## src/rtl/bus_dma_copy.sv

```systemverilog
// bus_dma_copy: bus-initiator DMA engine copying a block of 32-bit words from src_addr to dst_addr.
// Ports:
//   clk, reset_l                 clock, asynchronous active-low reset
//   start, abort                 1-cycle control pulses (start ignored while busy)
//   src_addr, dst_addr           word-aligned byte addresses, sampled on start
//   word_count                   words to copy, sampled on start
//   busy, done, error            status: busy level, completion pulse, sticky timeout flag
//   bus_addr, bus_wr_data        request address and write data
//   bus_we, bus_re               write byte enables (4'hF or 0) and read request
//   bus_rd_data, bus_rd_ack      read data qualified by read acknowledge
//   bus_wr_ack                   write acknowledge
module bus_dma_copy #(
    parameter int COUNT_WIDTH = 16,
    parameter int TIMEOUT     = 1024
) (
    input  logic                   clk,
    input  logic                   reset_l,
    input  logic                   start,
    input  logic                   abort,
    input  logic [31:0]            src_addr,
    input  logic [31:0]            dst_addr,
    input  logic [COUNT_WIDTH-1:0] word_count,
    output logic                   busy,
    output logic                   done,
    output logic                   error,
    output logic [31:0]            bus_addr,
    output logic [31:0]            bus_wr_data,
    output logic [3:0]             bus_we,
    output logic                   bus_re,
    input  logic [31:0]            bus_rd_data,
    input  logic                   bus_rd_ack,
    input  logic                   bus_wr_ack
);
    typedef enum logic [1:0] {IDLE, RD, WR, FIN} state_t;
    localparam int TW = TIMEOUT > 1 ? $clog2(TIMEOUT) : 1;
    localparam logic [TW-1:0] TLAST = TW'(TIMEOUT > 0 ? TIMEOUT - 1 : 0);
    state_t state, next;
    logic [31:0] src, dst, src_d, dst_d, addr_d, wdata_d;
    logic [COUNT_WIDTH-1:0] rem, rem_d;
    logic [TW-1:0] wait_cnt, wait_d;
    logic tmo, tmo_fire, load, step, err_d;
    // wait_cnt is zero in the first cycle of every request, so TLAST marks its TIMEOUT-th cycle
    assign tmo = (TIMEOUT != 0) && (wait_cnt == TLAST);
    assign load = state == IDLE && start;
    assign step = state == WR && bus_wr_ack && !abort;
    // an ack in the last allowed cycle still wins over the timeout
    assign tmo_fire = tmo && !abort && ((state == RD && !bus_rd_ack) || (state == WR && !bus_wr_ack));
    always_ff @(posedge clk or negedge reset_l) begin
        if (!reset_l)
            state <= IDLE;
        else
            state <= next;
    end
    always_comb begin
        next = state;
        case (state)
            IDLE:    next = start ? (word_count == '0 ? FIN : RD) : IDLE;
            RD:      next = abort ? IDLE : bus_rd_ack ? WR : tmo ? FIN : RD;
            WR:      next = abort ? IDLE : bus_wr_ack ? (rem == COUNT_WIDTH'(1) ? FIN : RD) : tmo ? FIN : WR;
            default: next = IDLE;
        endcase
    end
    // next-cycle values of every registered output and datapath register
    always_comb begin
        src_d   = load ? src_addr : step ? src + 32'd4 : src;
        dst_d   = load ? dst_addr : step ? dst + 32'd4 : dst;
        rem_d   = load ? word_count : step ? rem - 1'b1 : rem;
        wait_d  = next != state ? '0 : wait_cnt + 1'b1;
        addr_d  = next == RD ? src_d : next == WR ? dst : bus_addr;
        wdata_d = state == RD && next == WR ? bus_rd_data : bus_wr_data;
        err_d   = load ? 1'b0 : error | tmo_fire;
    end
    always_ff @(posedge clk or negedge reset_l) begin
        if (!reset_l) begin
            src         <= '0;
            dst         <= '0;
            rem         <= '0;
            wait_cnt    <= '0;
            busy        <= 1'b0;
            done        <= 1'b0;
            error       <= 1'b0;
            bus_re      <= 1'b0;
            bus_we      <= 4'h0;
            bus_addr    <= '0;
            bus_wr_data <= '0;
        end else begin
            src         <= src_d;
            dst         <= dst_d;
            rem         <= rem_d;
            wait_cnt    <= wait_d;
            busy        <= next != IDLE;
            done        <= state == FIN && !abort;
            error       <= err_d;
            bus_re      <= next == RD;
            bus_we      <= {4{next == WR}};
            bus_addr    <= addr_d;
            bus_wr_data <= wdata_d;
        end
    end
endmodule

```

## config.mk

```make
export PLATFORM = sky130hd
export DESIGN_NAME = bus_dma_copy
export DESIGN_NICKNAME = d
export VERILOG_FILES = /design/src/rtl/bus_dma_copy.sv
export SDC_FILE = /design/constraint.sdc
export NUM_CORES = 1
export LEC_CHECK = 0
export BUFFER_PORTS_ARGS = -buffer_cell sky130_fd_sc_hd__buf_4
export CAP_MARGIN = 20
export CORE_UTILIZATION = 52
export CTS_CLUSTER_SIZE = 20
export DETAILED_ROUTE_END_ITERATION = 10
export GPL_ROUTABILITY_DRIVEN = 0
export HOLD_SLACK_MARGIN = 0.06
export PLACE_DENSITY = 0.78
export SKIP_CTS_REPAIR_TIMING = 1
export SKIP_LAST_GASP = 1
export SYNTH_ARGS = -nofsm -noshare
export SYNTH_HDL_FRONTEND = slang
export SYNTH_SLANG_ARGS = --single-unit
```

## constraint.sdc

```tcl
create_clock -name clk -period 3.1 [get_ports clk]
set_input_delay 0 -clock clk [delete_from_list [all_inputs] [get_ports clk]]
set_output_delay 0 -clock clk [all_outputs]
set_load 0.03 [all_outputs]
```

# [After elaboration in Yosys (flattened, before gate mapping)]
# Cells that the tools add are included.
[word_totals] mem_bits_ro=0 output_inout_bits=72 regBits=161 wordCells=63 latchBits=0 inputBits=118 n_memories=0 ram_bits=0
[classes] n_mux=20 magnitude_cmp=0 n_div=0 shifts=0 multipliers=0 n_eq_ne=8 n_bitwise=1 add_sub_neg=4 n_reduce_logical=18
[op_table] operator="32-bit 2-to-1 mux" n=6
[op_table] operator="32-bit by 3-bit adder with 32-bit output (second input constant)" n=2
[op_table] operator="16-bit 2-to-1 mux" n=2
[op_table] operator="16-bit by 1-bit equality test with 1-bit output (second input constant)" n=1
[op_table] operator="16-bit zero test" n=1
[op_table] operator="2-bit 2-to-1 mux" n=8
[op_table] operator="16-bit by 1-bit subtractor with 16-bit output (second input constant)" n=1
[op_table] operator="10-bit by 1-bit adder with 10-bit output (second input constant)" n=1
[op_table] operator="10-bit equality test (second input constant)" n=1
[op_table] operator="10-bit 2-to-1 mux" n=1
[op_table] operator="1-bit logical AND" n=9
[op_table] operator="2-bit equality test (second input constant)" n=3
[op_table] operator="2-bit one-hot mux with 3 select lines" n=1
[op_table] operator="2-bit nonzero test" n=3
[op_table] operator="2-bit by 1-bit equality test with 1-bit output (second input constant)" n=2
[op_table] operator="1-bit zero test" n=3
[op_table] operator="2-bit zero test" n=1
[op_table] operator="1-bit 2-to-1 mux" n=2
[op_table] operator="2-bit inequality test" n=1
[op_table] operator="1-bit logical OR" n=1
[op_table] operator="1-bit OR" n=1

# [Depth between registers and ports, before layout]
[logic_depth] word_depth=8 mapped_depth=12 ltp_nobuf=11

# [Least setup slack after synthesis]
# OpenSTA, ideal clock, no wires.
[synth_timing] path_kind="register to register" start="register state[1]" end="register bus_addr[0]" stages_incl_launch_ff=12 arrival_time_ps=2627 period_less_slack_ps=2764 required_time_ps=2963 path_slack_ps=336 path_cell_list="dfrtp_1 clkbuf_2 nand2b_1 a21oi_2 clkbuf_1 nor2_1 inv_1 ha_1 clkbuf_1 clkbuf_1 mux2i_1 mux2i_1"
[synth_lines] item="start, declared" line_no="37" text="state_t state, next;"
[synth_lines] item="start signal, assigned" line_no="52" text="state <= next;"
[synth_lines] item="2-bit equality test, or another cell as far along" line_no="56" text="case (state)"
[synth_lines] item="2-bit one-hot mux with 3 select lines (*)" line_no="56"
[synth_lines] item="via next[0]" line_no="37"
[synth_lines] item="2-bit by 1-bit equality test with 1-bit output or 2-bit equality test (tied branches)" line_no="69" text="addr_d = next == RD ? src_d : next == WR ? dst : bus_addr;"
[synth_lines] item="32-bit 2-to-1 mux or 2-bit nonzero test (tied branches)"
[synth_lines] item="end signal, assigned" line_no="96" text="bus_addr <= addr_d;"
[synth_lines] item="end, declared" line_no="26" text="output logic [31:0] bus_addr,"
# The timed path passes the listed nets; every way through them passes the cells marked *.
# A chain may end at the register's enable or synchronous reset.

# [Worst setup path in the final report]
[layout_timing] start="register rem[1]" end="register bus_addr[10]"
[layout_via] elab_chain_cells=7
[layout_rtl] item="start, declared" line_no="39" text="logic [COUNT_WIDTH-1:0] rem, rem_d;"
[layout_rtl] item="start signal, assigned" line_no="89" text="rem <= rem_d;"
[layout_rtl] item="16-bit by 1-bit equality test with 1-bit output (*)" line_no="59" text="WR: next = abort ? IDLE : bus_wr_ack ? (rem == COUNT_WIDTH'(1) ? FIN : RD) : tmo ? FIN : WR;"
[layout_rtl] item="2-bit 2-to-1 mux (*) (3 in series)" line_no="59"
[layout_rtl] item="2-bit one-hot mux with 3 select lines (*)" line_no="56"
[layout_rtl] item="via next[1]" line_no="37"
[layout_rtl] item="2-bit by 1-bit equality test with 1-bit output or 2-bit equality test (tied branches)" line_no="69"
[layout_rtl] item="32-bit 2-to-1 mux or 2-bit nonzero test (tied branches)"
# Marks and branches as above.

==> impl_metrics.csv <==
group,metric,value,unit
status,status,"finished clean",
clock_network,cts-root-buf,"clkbuf_16",
yosys,netlist_instances,823,
global_route,antenna_found_initial,0,
worst_setup_path,worst_r2r_startpoint,"rem[1]$_DFFE_PN0P_",
yosys,netlist_top_cells_area,"dfrtp_1 49%, mux2_2 5.0%, nand2_1 4.3%, nor2_1 2.9%, o21ai_0 2.5%",
yosys,syn_area_per_cell,9.917,sq um
sta,finClkSkew,0.007047,ns
worst_hold_path,whs_endpoint,"state[0]$_DFF_PN0_",
sta,slew_headroom,41.15,%
final_layout,drive_above_1_share,26.00,%
global_route,grt_pass1_vias,6673,
sta,final.setup.tns,0,ns
sta,report.final.slew_viol_count,0,
routing,detailroute.via_count,7710,
place,dp.cells,1190,
clock_network,cts_sinks,161,
worst_setup_path,crit_family,"compound AO/OA/AOI/OAI gates",
worst_setup_path,critPathMaxFanout,27,
worst_setup_path,rr_worst_depth,11,
worst_setup_path,cp-end-kind,"register",
worst_setup_path,crit_top_cell,"inv_1",
yosys,ys_warn_count,0,
global_route,grt_max_degree,84,
place,port_buffers,189,
global_route,grt.overflow.total,0,
yosys,synth_ff_type,"dfrtp_1",
pwr,p_leak,5.079,nW
sta,final_hold_viol_count,0,
global_route,grt_pass1_wl,34.74,mm
yosys,yosysTopAreaCellShare,49.36,%
clock_network,cts_tree,"done",
final_layout,final_common_cell,"buf_4",
sta,fin_crit_sh,88.58,%
final_layout,nets,1240,
yosys,syn_area,0.008162,sq mm
routing,firstDrtPassIters,5,
die,dieWidth,127.3,microns
global_route,grt.total_usage,27.92,%
worst_hold_path,holdPathStages,5,
place,dpl.hpwl,15.48,mm
sta,max_freq,0.3642,GHz
sta,whs,0.1334,ns
die,io_pins,190,
worst_hold_path,hp-class,"input pin to register",
yosys,yosysTopAreaCell,"dfrtp_1",
yosys,yosysUniqueCellTypes,61,
clock_network,numCtsBuffers,17,
final_layout,nFillCells,1004,
worst_setup_path,worstPathRequired,3.40,ns
run,maxCapViolations,0,
die,num_rows,45,
worst_setup_path,crit_chain,"inv_1 > ha_1 > nor4b_1 > nand4_1 > a211o_1 > nand3_1 > inv_1 > ha_4 > buf_12 > a21boi_0 > a21oi_1",
clock_network,htree_num_levels,4,
worst_setup_path,rr_endpoint,"bus_addr[10]$_DFFE_PN0P_",
clock_network,clockBufferDepth,2,
worst_hold_path,worstHoldStart,"start",
sta,rsz0062_at_grt,"false",
worst_setup_path,critical_path_class,"register to register",
sta,worst_slew_pin_slew,0.8827,ns
worst_setup_path,cp_slowest_cell,"ha_4",
pwr,power_density,783.8,mW/mm^2
yosys,synth_edf_count,0,
worst_setup_path,path_buf_inv,3,
routing,drc,0,
worst_setup_path,startpoint_type,"register",
final_layout,final_cell_mix,"203 x buf_4, 161 x dfrtp_1, 116 x dlygate4sd3_1",
yosys,synth_nets,949,
sta,layout_min_cycle_time,2.746,ns
die,die-area,0.01620,sq mm
routing,routed_wirelength,24.26,mm
final_layout,diodes,0,
routing,wl_per_cell,18.13,microns
worst_setup_path,r2r_setup_slack,0.35,ns
yosys,ys_seq_elements,161,
die,start_util,53.49,%
worst_setup_path,cp_data_arrival_time,3.05,ns
yosys,yosysSeqAreaShare,49.36,%
die,die_y,127.3,microns
clock_network,clk_latency,0.43,ns
worst_setup_path,max_stage_delay,0.45,ns
clock_network,clkTransAtPathRegs,0.06,ns
final_layout,final_cells,1338,
yosys,async_flop_share,100.0,%
routing,avgViaCountPerCell,5.762,
sta,setup_viol_count_final,0,
routing,drt_iter0_markers,546,
die,core_area,0.01526,sq mm
final_layout,syn_to_final_growth,42.62,%
routing,ant_nets,0,
pwr,peakVddDrop,0.0004532,V
==> report_power, final <==
part           switching [W]  leakage [nW]  internal (W)
clock network       0.000830         0.307       0.00144
logic                0.00195          2.80       0.00147
registers           0.000644          1.97       0.00280
total                0.00342          5.08       0.00570
==> worst register-to-register path: cells and delay by family, from the launching register on <==
family / cells / cell delay (ns)
buffers and inverters: 3 / 0.41
adders and majority gates: 2 / 0.59
and+or+nand+nor: 3 / 0.52
DFF: 1 / 0.38
AOI/OAI and AO/OA: 3 / 0.73
==> registers in the layout, indices dropped and copies added (netlist names) <==
register and flops:
bus_addr 32, bus_re 1, bus_we 1, bus_wr_data 32
busy 1, done 1, dst 32, error 1
rem 16, src 32, state 2, wait_cnt 10
==> cell type report <==
| class | count | area [sq um] | area share, % |
|---|---|---|---|
| well taps | 211 | 264.0 | 2.268 |
| clock inverters | 8 | 148.9 | 1.279 |
| multi-input cells | 596 | 3894 | 33.45 |
| flip-flops and latches | 161 | 4029 | 34.61 |
| clock buffers | 24 | 491.7 | 4.224 |
| inverters | 15 | 56.30 | 0.4837 |
| repair buffers | 323 | 2756 | 23.68 |
==> worst max path at each step <==
stage	from	depth (start not counted)	slack, ns	end
after floorplan	state[1]$_DFF_PN0_	11	0.34	bus_addr[0]$_DFFE_PN0P_
after global placement	rem[1]$_DFFE_PN0P_	11	0.27	bus_addr[24]$_DFFE_PN0P_
after detailed placement	rem[1]$_DFFE_PN0P_	11	0.20	bus_addr[24]$_DFFE_PN0P_
after CTS	rem[1]$_DFFE_PN0P_	11	0.20	bus_addr[24]$_DFFE_PN0P_
after global routing	rem[1]$_DFFE_PN0P_	11	0.12	bus_addr[10]$_DFFE_PN0P_
final	rem[1]$_DFFE_PN0P_	11	0.35	bus_addr[10]$_DFFE_PN0P_
==> per-layer routing <==
layer	track usage, %	vias to the layer above	routed length, microns
met5	0	-	0
met4	13.17	0	578
met1	37.23	3725	10430
li1	-	3618	-
met3	4.606	37	1409
met2	44.74	330	11840
==> metrics by stage <==
stage	setup slack (ns)	power, W	area [sq um]	util (%)
2_1_floorplan	0.3360	0.005361	8162	-
3_3_place_gp	0.2703	0.006608	9828	64.41
3_5_place_dp	0.1976	0.006681	9828	64.41
4_1_cts	0.1951	0.008957	10470	68.61
5_1_grt	0.1229	0.009567	11640	76.29
6_report	0.3540	0.009123	11640	76.29
==> cell usage after synthesis, drive strengths merged (15+ instances only) <==
cell type and n:
nor4 23, dfrtp 161, nand2 94, nor2 63, o211ai 23, clkbuf 34
o21ai 43, a21oi 31, nor3 27, nand4 21, nand3 38, buf 17
mux2 36, xnor2 19, xor2 17, inv 15
==> cell families (layout without fill, tap and decap cells) <==
logic type | after synthesis | in the layout | share of synthesized area (%)
AND/OR/NAND/NOR | 313 | 313 | 19.56
multiplexers | 50 | 50 | 6.684
flip-flops | 161 | 161 | 49.36
AO/OA/AOI/OAI | 189 | 189 | 15.94
XOR/XNOR | 36 | 36 | 3.863
buffers and inverters | 66 | 370 | 3.357
adder cells (fa/ha/maj) | 8 | 8 | 1.226
Power figures use the tool's default switching activity.
